[config.mk]
export PLATFORM = sky130hd
export DESIGN_NAME = load_store_unit
export DESIGN_NICKNAME = d
export VERILOG_FILES = /design/src/rtl/load_store_unit.sv
export SDC_FILE = /design/constraint.sdc
export NUM_CORES = 1
export LEC_CHECK = 0
export CAP_MARGIN = 20
export CELL_PAD_IN_SITES_DETAIL_PLACEMENT = 0
export CELL_PAD_IN_SITES_GLOBAL_PLACEMENT = 1
export CORE_AREA = 3 3 133 135
export CTS_CLUSTER_DIAMETER = 40
export DETAILED_ROUTE_END_ITERATION = 10
export DIE_AREA = 0 0 136 138
export GPL_ROUTABILITY_DRIVEN = 1
export PLACE_DENSITY_LB_ADDON = 0.12
export SLEW_MARGIN = 20
export SYNTH_ARGS = -nofsm -noshare
export SYNTH_HDL_FRONTEND = slang
export SYNTH_SLANG_ARGS = --single-unit
[constraint.sdc]
create_clock -name clk -period 2.99 [get_ports clk]
set_input_delay 0.598 -clock clk [delete_from_list [all_inputs] [get_ports clk]]
set_output_delay 0.598 -clock clk [all_outputs]
set_load 0.01 [all_outputs]
[src/rtl/load_store_unit.sv]
// load_store_unit
// Memory stage of the pipeline. It takes the decoder's byte-lane masks, the
// effective address and the store data, then runs one data-memory transaction
// over a req/ack bus. Loads are extracted from the returned word and
// sign- or zero-extended. Illegal masks and misaligned addresses fault without
// touching the bus. The pipeline is stalled until the access completes.
//
// Ports
//   clk, rst          clock; synchronous active-high reset
//   op_valid          memory instruction present (held while stall_o is high)
//   mem_read/write    lane masks: 0001 byte, 0011 half, 1111 word, 0000 none
//   funct3            bit 2 selects an unsigned load (LBU/LHU)
//   addr, wdata       effective address and store data
//   stall_o           freeze upstream stages
//   done, misaligned  one-cycle completion / fault pulses
//   load_data         extended load result, valid with done
//   dmem_*            registered data-memory bus; dmem_ack/dmem_rdata return
//
// state | meaning
// IDLE  | waiting for an access; inputs are sampled only here
// REQ   | bus request outstanding, outputs held until dmem_ack
// RESP  | access finished, done pulse with load_data
// FAULT | illegal mask or misaligned address, done + misaligned pulse

module load_store_unit #(
  parameter int XLEN = 32
) (
  input  logic            clk,
  input  logic            rst,
  input  logic            op_valid,
  input  logic [3:0]      mem_read,
  input  logic [3:0]      mem_write,
  input  logic [2:0]      funct3,
  input  logic [XLEN-1:0] addr,
  input  logic [XLEN-1:0] wdata,
  output logic            stall_o,
  output logic            done,
  output logic [XLEN-1:0] load_data,
  output logic            misaligned,
  output logic            dmem_req,
  output logic            dmem_we,
  output logic [XLEN-1:0] dmem_addr,
  output logic [3:0]      dmem_be,
  output logic [XLEN-1:0] dmem_wdata,
  input  logic            dmem_ack,
  input  logic [XLEN-1:0] dmem_rdata
);

  typedef enum logic [1:0] {
    IDLE  = 2'd0,
    REQ   = 2'd1,
    RESP  = 2'd2,
    FAULT = 2'd3
  } state_e;

  state_e          state_q;
  logic [3:0]      mask_q;
  logic [1:0]      off_q;
  logic            uns_q;
  logic            done_q;
  logic            misaligned_q;
  logic [XLEN-1:0] load_data_q;
  logic            req_q;
  logic            we_q;
  logic [XLEN-1:0] dmem_addr_q;
  logic [3:0]      be_q;
  logic [XLEN-1:0] dmem_wdata_q;

  logic            access;
  logic [3:0]      mask_d;
  logic            fault_d;
  logic [3:0]      be_d;
  logic [XLEN-1:0] wdata_d;
  logic [XLEN-1:0] shifted;
  logic [XLEN-1:0] load_data_d;
  logic            unused_funct3;

  assign unused_funct3 = ^funct3[1:0];

  assign access = op_valid && ((mem_read != 4'b0000) || (mem_write != 4'b0000));
  assign mask_d = mem_read | mem_write;

  // Both masks set, or any pattern other than byte/half/word, is a fault.
  always_comb begin
    fault_d = 1'b0;
    if ((mem_read != 4'b0000) && (mem_write != 4'b0000)) begin
      fault_d = 1'b1;
    end else begin
      case (mask_d)
        4'b0001: fault_d = 1'b0;
        4'b0011: fault_d = addr[0];
        4'b1111: fault_d = (addr[1:0] != 2'b00);
        default: fault_d = 1'b1;
      endcase
    end
  end

  assign be_d = mask_d << addr[1:0];

  always_comb begin
    wdata_d = wdata;
    case (mask_d)
      4'b0001: wdata_d = {4{wdata[7:0]}};
      4'b0011: wdata_d = {2{wdata[15:0]}};
      default: wdata_d = wdata;
    endcase
  end

  // Extraction works on the live bus word so the result is ready on the
  // cycle after ack without an extra rdata register.
  assign shifted = dmem_rdata >> {off_q, 3'b000};

  always_comb begin
    load_data_d = shifted;
    case (mask_q)
      4'b0001: load_data_d = uns_q ? {24'b0, shifted[7:0]}
                                   : {{24{shifted[7]}}, shifted[7:0]};
      4'b0011: load_data_d = uns_q ? {16'b0, shifted[15:0]}
                                   : {{16{shifted[15]}}, shifted[15:0]};
      default: load_data_d = shifted;
    endcase
    if (we_q) begin
      load_data_d = '0;
    end
  end

  always_ff @(posedge clk) begin
    if (rst) begin
      state_q      <= IDLE;
      mask_q       <= 4'b0000;
      off_q        <= 2'b00;
      uns_q        <= 1'b0;
      done_q       <= 1'b0;
      misaligned_q <= 1'b0;
      load_data_q  <= '0;
      req_q        <= 1'b0;
      we_q         <= 1'b0;
      dmem_addr_q  <= '0;
      be_q         <= 4'b0000;
      dmem_wdata_q <= '0;
    end else begin
      done_q       <= 1'b0;
      misaligned_q <= 1'b0;
      case (state_q)
        IDLE: begin
          if (access) begin
            if (fault_d) begin
              state_q      <= FAULT;
              done_q       <= 1'b1;
              misaligned_q <= 1'b1;
              load_data_q  <= '0;
            end else begin
              state_q      <= REQ;
              mask_q       <= mask_d;
              off_q        <= addr[1:0];
              uns_q        <= funct3[2];
              req_q        <= 1'b1;
              we_q         <= (mem_write != 4'b0000);
              dmem_addr_q  <= {addr[XLEN-1:2], 2'b00};
              be_q         <= be_d;
              dmem_wdata_q <= wdata_d;
            end
          end
        end
        REQ: begin
          if (dmem_ack) begin
            state_q      <= RESP;
            done_q       <= 1'b1;
            load_data_q  <= load_data_d;
            req_q        <= 1'b0;
            we_q         <= 1'b0;
            dmem_addr_q  <= '0;
            be_q         <= 4'b0000;
            dmem_wdata_q <= '0;
          end
        end
        RESP:    state_q <= IDLE;
        FAULT:   state_q <= IDLE;
        default: state_q <= IDLE;
      endcase
    end
  end

  assign stall_o    = ((state_q == IDLE) && access) || (state_q == REQ);
  assign done       = done_q;
  assign misaligned = misaligned_q;
  assign load_data  = load_data_q;
  assign dmem_req   = req_q;
  assign dmem_we    = we_q;
  assign dmem_addr  = dmem_addr_q;
  assign dmem_be    = be_q;
  assign dmem_wdata = dmem_wdata_q;

endmodule

==> metrics.md, run 1 <==
| Metric | Value |
|---|---|
| Outcome | `complete, no violations` |
| Root Buffer | `clkbuf_16` |
| Via count | `5090` |
| Largest fanout on the critical path | `30` |
| Setup Skew | `0.01042 ns` |
| Synth cell count leaders | `dfxtp_1, a21oi_1, o21ai_0` |
| Syn_area_per_cell | `9.184 um2` |
| Layout cells sized above 1 | `11.83%` |
| Seq/Total Area, Yosys | `43.36%` |
| FMAX | `368.6 MHz` |
| CTS tree | `built` |
| DR iter-0 viols | `211` |
| Power Density | `431.9 mW/mm2` |
| Startpoint Class | `input port` |
| Max-cap violation count | `0` |
| Fin. max-slew vios | `0` |
| Worst-path clk slew | `0.07 ns` |
| Top-area cell type share of the netlist area | `43.36%` |
| Top-count cell post-synth | `dfxtp_1` |
| Global-route wire length before repair | `26910 um` |
| HPWL Detailed | `12850 um` |
| Hold Buf Count CTS | `0` |
| Critical Path RT | `3.26 ns` |
| Reg2reg path depth | `6` |
| I/O pin cnt | `216` |
| Sink Count | `111` |
| Layout area overhead | `56.40%` |
| Xor/xnor share of the synthesized area | `0.1709%` |
| Routed WL | `17210 um` |
| Worst VDD drop | `0.2708 mV` |
| Final setup violating endpoints | `0` |
| Compound-cell area share of the yosys netlist | `26.90%` |
| HP Class | `reg2reg` |
| Std cell rows | `47` |
| Synth area leaders | `dfxtp_1, mux2i_1, a21oi_1` |
| Hold Fails Final Rpt | `0` |
| Post-route cell area | `0.008015 mm2` |
| Simple-gate share of the synthesized area | `13.75%` |
| Critical Path AT | `2.99 ns` |
| Main combinational cell family by area after synthesis | `compound AO/OA/AOI/OAI gates` |
| Worst Max-Slew Pin Slew | `0.6932 ns` |
| RSZ-0062 raised after global routing | `false` |
| Top FF cell, synth | `dfxtp_1` |
| Synthesized area | `0.005125 mm2` |
| Grt total ovfl | `0` |
| Initial antenna violation count | `0` |
| Count of flip-flops with a built-in enable after synthesis | `0` |
| Finished Core Util | `48.33%` |
| Port bufs | `211` |
| Largest net degree at the start of global routing | `55` |
| Post-Place Cell Area | `0.007712 mm2` |
| Worst slew margin | `53.43%` |
| Syn Inst Count | `558` |
| Setup ws final | `0.2771 ns` |
| Placed Cells | `982` |
| Setup TNS | `0 ns` |
| Post-CTS Setup Repair Bufs | `0` |
| CTS Buf Count | `9` |
| FFs w/ async S/R, synth | `0%` |
| Fin crit share | `90.73%` |
| Worst-skew pair later-pin latency | `0.35 ns` |
| Post-route ant nets | `0` |
| Core area | `0.01658 mm2` |
| FF+latch count, synth | `111` |
| Initial Utilization | `30.90%` |
| Total Routing Usage GR | `17.66%` |
| Drt drc | `0` |
| Critical setup path kind | `in2reg` |
| P_leak | `2.716 nW` |
| Multiplexer share of the synthesized area | `10.99%` |
| CTS HTree Levels | `3` |
| Worst Hold Depth | `1` |
| Tmin final | `2.713 ns` |
| Post-Synth Adder-Cell Area | `0%` |
| TritonRoute pass-1 iters | `7` |
| Synth warn | `0` |
| Post-synth cell types | `47` |
| Post-DR vias/cell | `5.100` |
| GP Congestion | `0.8419` |
| CTS max path bufs | `2` |
| Area of the die | `0.01877 mm2` |
| Final net count | `884` |
| ANT cells | `0` |
| WL per Instance | `17.24 um` |
| Place WS | `-0.04305 ns` |
| Vias in the first global route | `5021` |
| Die X | `136 um` |
| Area leader, netlist | `dfxtp_1` |
| Setup crit end kind | `flop` |
| Die height | `138 um` |
| Final Non-Filler Cells | `998` |
==> worst paths after layout <==
path,end,from,slack (ns)
worst max register to register,load_data[31],state_q[0],0.74
worst max-delay path,dmem_addr[12],mem_write[1],0.28
worst min-delay path,load_data[12],load_data[12],0.46
worst min register to register,load_data[12],load_data[12],0.46
==> cell families (layout without fill, tap and decap cells) <==
family          Yosys count  in the layout
compound gates          212            212
xor+xnor                  1              1
buf+inv                  54            273
flops                   111            111
mux                      55             55
other cells               1              2
simple gates            124            124
==> metal layers <==
layer,routed length [um],vias up,track usage [%]
met5,0,-,0
met4,203,0,4.934
met3,1211,15,4.360
met2,7665,174,27.43
met1,8128,2382,24.41
li1,-,2519,-
==> sequential cells by signal (all words and copies together), names as in the netlist, 2 cells and up <==
name        cells
dmem_be         4
state_q         2
load_data      32
dmem_wdata     32
mask_q          4
off_q           2
dmem_addr      30
==> power breakdown <==
| group | switching, mW | internal (mW) | total [mW] |
|---|---|---|---|
| combinational | 0.365 | 0.374 | 0.740 |
| sequential | 0.0324 | 1.54 | 1.57 |
| clock | 0.559 | 0.592 | 1.15 |
| total | 0.957 | 2.50 | 3.46 |
==> per-stage QoR <==
stage	hold WS [ns]	total power [mW]
detailed placement	0.4469	2.347
CTS	0.4702	3.513
floorplan	0.4319	1.928
global route	0.4854	3.640
global placement	0.4447	2.339
finish	0.4641	3.461
==> layout by cell type (no fill, tap or decap), drive strengths merged, types with 4 or more instances in the layout <==
cell           count
clkdlybuf4s50    209
dfxtp            111
a21oi             71
o21ai             55
mux2i             45
buf               45
nand2             36
nand4             31
o2bb2ai           28
nor2              24
a211oi            21
a22o              18
nor2b             10
mux2              10
clkbuf            10
o211ai             7
nor4               7
nor3               6
clkinv             5
o21a               4
==> what timing repair did <==
item,CTS,global route
setup endpoints to repair,1,1
gates cloned,0,0
pin swaps,0,0
resized for setup,1,2
==> layout make-up <==
| type | count | area [um2] |
|---|---|---|
| fill | 1593 | 8568 |
| inverter | 2 | 7.507 |
| tap | 220 | 275.3 |
| clock buffer | 10 | 239.0 |
| multi-input combinational | 394 | 2710 |
| clock inverter | 6 | 46.29 |
| sequential | 111 | 2222 |
| timing repair buffer | 255 | 2515 |
==> critical path, cell delays in order <==
cell and delay, ns:
clkdlybuf4s50_1 0.61, nor2_1 0.12, buf_4 0.16, o41ai_2 0.58
a31o_4 0.28, buf_4 0.31, nand4_1 0.16, a21oi_1 0.16
Power figures use the tool's default switching activity.
==> inputs of run 2 (changes only) <==
Settings changed: PLACE_DENSITY_LB_ADDON 0.12 to 0.25, SETUP_SLACK_MARGIN from default to 0.2.
==> metrics.md, run 2 (same netlist as run 1, synthesis figures left out) <==
| Metric | Value |
|---|---|
| Worst Hold Path EP | `load_data[10]` |
| Worst-skew pair later-pin latency | `0.36 ns` |
| Hold Buf Count CTS | `0` |
| Fill count | `1560` |
| Sink Count | `111` |
| Reg2reg path depth | `5` |
| Final setup violating endpoints | `0` |
| Setup TNS | `0 ns` |
| Post-Place Cell Area | `0.007672 mm2` |
| Finished Core Util | `48.43%` |
| HPWL Detailed | `12750 um` |
| Area of the die | `0.01877 mm2` |
| Critical Path RT | `2.39 ns` |
| Largest net degree at the start of global routing | `54` |
| Outcome | `complete, no violations` |
| I/O pin cnt | `216` |
| Worst Max-Slew Pin Slew | `0.8733 ns` |
| Drt drc | `0` |
| TritonRoute pass-1 iters | `4` |
| Worst-path clk slew | `0.07 ns` |
| Critical Path AT | `2.11 ns` |
| Power Density | `441.5 mW/mm2` |
| Max-cap violation count | `0` |
| Critical setup path kind | `in2out` |
| R2R Path End | `load_data[8]` |
| Worst Hold Depth | `1` |
| CTS HTree Levels | `3` |
| Final net count | `878` |
| Core area | `0.01658 mm2` |
| Grt total ovfl | `0` |
| Post-route cell area | `0.008031 mm2` |
| ANT cells | `0` |
| Vias in the first global route | `5115` |
| Startpoint Class | `input port` |
| Leading cell type in the layout, fill and taps excluded | `clkdlybuf4s50_1` |
| Layout area overhead | `56.71%` |
| Largest fanout on the critical path | `4` |
| CTS Buf Count | `9` |
| Met3 WL post-DR | `1278 um` |
| Layout cells sized above 1 | `11.01%` |
| FF-to-FF setup slack | `0.62 ns` |
| Initial antenna violation count | `0` |
| Initial Utilization | `30.90%` |
| Setup crit end kind | `output pin` |
| Port bufs | `211` |
| Fin. max-slew vios | `0` |
| Highest metal used | `met4` |
| Std cell rows | `47` |
| Worst slew margin | `41.33%` |
| Most frequent cells in the layout | `clkdlybuf4s50_1, dfxtp_1, a21oi_1, o21ai_0, mux2i_1` |
| Hold Fails Final Rpt | `0` |
| HP Start | `load_data[10]` |
| RSZ-0062 raised after global routing | `true` |
| Crit path from | `mem_read[2]` |
| Global-route wire length before repair | `27070 um` |
| Die X | `136 um` |
| Fin crit share | `90.66%` |
| RR Startpoint | `off_q[1]` |
| FMAX | `368.9 MHz` |
| CTS tree | `built` |
| DR iter-0 viols | `193` |
| Setup Skew | `0.009255 ns` |
| Post-route ant nets | `0` |
| Tmin final | `2.711 ns` |
| Worst VDD drop | `0.3172 mV` |
| P_leak | `2.694 nW` |
| WL per Instance | `17.49 um` |
| HP Class | `reg2reg` |
| Via count | `5075` |
| Die height | `138 um` |
| CTS max path bufs | `2` |
| Final Non-Filler Cells | `992` |
| Routed WL | `17350 um` |
| Met2 WL | `7968 um` |
| Metal-1 WL | `7882 um` |
| Total Routing Usage GR | `17.81%` |
| Root Buffer | `clkbuf_16` |
| GP Congestion | `0.8648` |
| Placed Cells | `975` |
| Post-DR vias/cell | `5.116` |
[run 2: layout make-up]
cell class | count | area, um2 | area share [%]
Clock buffer | 13 | 250.2 | 3.116
Clock inverter | 3 | 42.54 | 0.5297
Inverter | 2 | 7.507 | 0.09347
Multi-Input combinational cell | 394 | 2736 | 34.07
Sequential cell | 111 | 2222 | 27.67
Tap cell | 220 | 275.3 | 3.427
Timing Repair Buffer | 249 | 2497 | 31.10
[run 2: worst max path at each step]
stage | endpoint | depth (start not counted) | slack (ns)
3_3_place_gp | dmem_wdata[6] | 8 | -0.03
5_1_grt | load_data[11] | 7 | 0.18
2_1_floorplan | load_data[23] | 8 | 0.40
6_report | stall_o | 7 | 0.28
4_1_cts | stall_o | 6 | 0.27
3_5_place_dp | dmem_addr[25] | 9 | -0.06
[run 2: what timing repair did]
action,4_1_cts,5_1_grt
pin swaps,0,3
resized for setup,2,6
setup endpoints to repair,1,14
cloned,0,1
buffers inserted,0,0
[run 2: stage by stage]
stage	worst slack, ns	power (mW)	hold slack [ns]
floorplan	0.4043	1.928	0.4319
global placement	-0.02887	2.342	0.4447
detailed placement	-0.06338	2.353	0.4465
CTS	0.2727	3.569	0.4668
global route	0.1752	3.707	0.4798
finish	0.2794	3.546	0.4634
[run 2: worst max-delay path: stages]
cell and delay, ns:
clkdlybuf4s50_1 0.44, buf_4 0.17, nor4_4 0.26, buf_4 0.17, a21o_1 0.14, nand2_1 0.06
clkdlybuf4s15_1 0.27
[run 2: metal layers]
layer | vias to the layer above | GRT usage (%)
li1 | 2511 | -
met1 | 2391 | 23.45
met2 | 160 | 28.42
met3 | 13 | 4.760
met4 | 0 | 5.676
met5 | - | 0
[run 2: where the power goes]
part | internal, mW | switching [mW]
combinational | 0.388 | 0.375
clock | 0.673 | 0.538
sequential | 1.54 | 0.0337
total | 2.60 | 0.946
==> inputs of run 3 (changes only) <==
Clock period 2.99 ns to 2.7 ns, I/O delays scaled along.
==> metrics.md, run 3 (same netlist as run 1, synthesis figures left out) <==
| Metric | Value |
|---|---|
| Grt total ovfl | `0` |
| Core area | `0.01658 mm2` |
| Initial Utilization | `30.90%` |
| Flop pwr share | `43.7%` |
| Std cell rows | `47` |
| Fill count | `1571` |
| CTS HTree Levels | `3` |
| Final net count | `896` |
| Vias in the first global route | `5214` |
| Fin crit share | `89.92%` |
| Register area | `0.002222 mm2` |
| Layout cells sized above 1 | `13.67%` |
| Clk network pwr share | `33.9%` |
| HPWL Detailed | `13090 um` |
| Port bufs | `211` |
| Sink Count | `111` |
| Layout area overhead | `60.55%` |
| GP Congestion | `0.8301` |
| Hold Fails Final Rpt | `0` |
| Comb power frac | `22.3%` |
| Leading cell type in the layout, fill and taps excluded | `clkdlybuf4s50_1` |
| Setup ws final | `0.2722 ns` |
| Power Total | `3.982 mW` |
| DR iter-0 viols | `163` |
| Routed WL | `17950 um` |
| Total Routing Usage GR | `18.40%` |
| Placed Cells | `989` |
| HP Class | `reg2reg` |
| CTS max path bufs | `2` |
| Most frequent cells in the layout | `clkdlybuf4s50_1, dfxtp_1, a21oi_1, o21ai_0, buf_4` |
| Worst slew margin | `52.49%` |
| Hold Buf Count CTS | `0` |
| WL per Instance | `17.77 um` |
| Worst VDD drop | `0.3619 mV` |
| Post-DR vias/cell | `5.133` |
| Largest net degree at the start of global routing | `54` |
| Multi-input gate area | `0.002766 mm2` |
| Die X | `136 um` |
| Initial antenna violation count | `0` |
| Post-route ant nets | `0` |
| I/O pin cnt | `216` |
| Drt drc | `0` |
| CTS tree | `built` |
| Internal | `2.839 mW` |
| Place WS | `-0.4969 ns` |
| ANT cells | `0` |
| Via count | `5184` |
| Global-route wire length before repair | `27900 um` |
| Setup crit end kind | `output pin` |
| Critical Path RT | `2.16 ns` |
| P_leak | `2.873 nW` |
| Die height | `138 um` |
| Final setup violating endpoints | `0` |
| TritonRoute pass-1 iters | `5` |
| Worst-path clk slew | `0.08 ns` |
| CTS Buf Count | `9` |
| Max-cap violation count | `0` |
| Sw frac | `28.69%` |
| Largest fanout on the critical path | `5` |
| Startpoint Class | `input port` |
| FF-to-FF setup slack | `0.49 ns` |
| Power Density | `483.9 mW/mm2` |
| FMAX | `411.9 MHz` |
| Area of the die | `0.01877 mm2` |
| Critical Path AT | `1.89 ns` |
| Hold_ws | `0.4647 ns` |
| Outcome | `complete, no violations` |
| Tmin final | `2.428 ns` |
| Worst Max-Slew Pin Slew | `0.7072 ns` |
| Worst-skew pair later-pin latency | `0.35 ns` |
| RSZ-0062 raised after global routing | `false` |
| Critical setup path kind | `in2out` |
| Final Non-Filler Cells | `1010` |
| Setup Skew | `0.008930 ns` |
| Root Buffer | `clkbuf_16` |
| Fin. max-slew vios | `0` |
| Net Switching | `1.143 mW` |
==> run 3: changes by cell type in the layout (fill, tap and decap cells not counted), sizes merged <==
cell and change:
a21oi +1, buf +17, bufinv -1, clkbuf -2
clkdlybuf4s15 -1, clkdlybuf4s50 -8, clkinv +2, clkinvlp -1
dlymetal6s2s +8, inv +3
==> run 3: area by class of cell <==
cell class / instances / share of cell area, %
multi-input combinational: 395 / 33.62
timing repair buffer: 266 / 32.27
sequential: 111 / 27.01
tap: 220 / 3.345
clock buffer: 10 / 2.904
clock inverter: 6 / 0.7603
inverter: 2 / 0.09124
==> run 3: timing repair <==
action,4_1_cts,5_1_grt
cloned,2,2
buffers inserted,0,1
hold endpoints to repair,0,0
resized for setup,7,19
pin swaps,1,5
endpoints found under the setup margin,34,99
==> run 3: critical path: stages <==
cell and delay (ns):
clkdlybuf4s50_1 0.45, or3b_2 0.47, a21o_4 0.23, nand2_1 0.06
buf_4 0.14
==> run 3: power groups by stage <==
stage	registers, mW	clock network [mW]	logic (mW)
after floorplan	1.80	0	0.334
after global placement	1.78	0	0.819
after detailed placement	1.78	0	0.834
after CTS	1.74	1.39	0.865
after global routing	1.75	1.44	0.957
final	1.74	1.35	0.889
==> run 3: per-stage QoR <==
stage | TNS, ns | utilization, % | area (um2)
final | 0 | 49.62 | 8228
after global placement | -17.01 | 46.72 | 7747
after detailed placement | -21.94 | 46.72 | 7747
after floorplan | 0 | - | 5147
after CTS | 0 | 48.99 | 8124
after global routing | 0 | 49.62 | 8228
==> run 3: worst paths after layout <==
check                                     from              to  depth (start not counted)
worst max-delay path                  op_valid         stall_o                          5
worst min-delay path            dmem_wdata[14]  dmem_wdata[14]                          1
worst max register to register      state_q[0]   load_data[31]                          6
worst min register to register  dmem_wdata[14]  dmem_wdata[14]                          1
==> run 3: per-layer routing <==
layer | global-route usage, % | wire length (um)
met2 | 29.80 | 8424
met1 | 23.90 | 7963
met3 | 5.233 | 1279
met5 | 0 | 0
met4 | 5.252 | 283
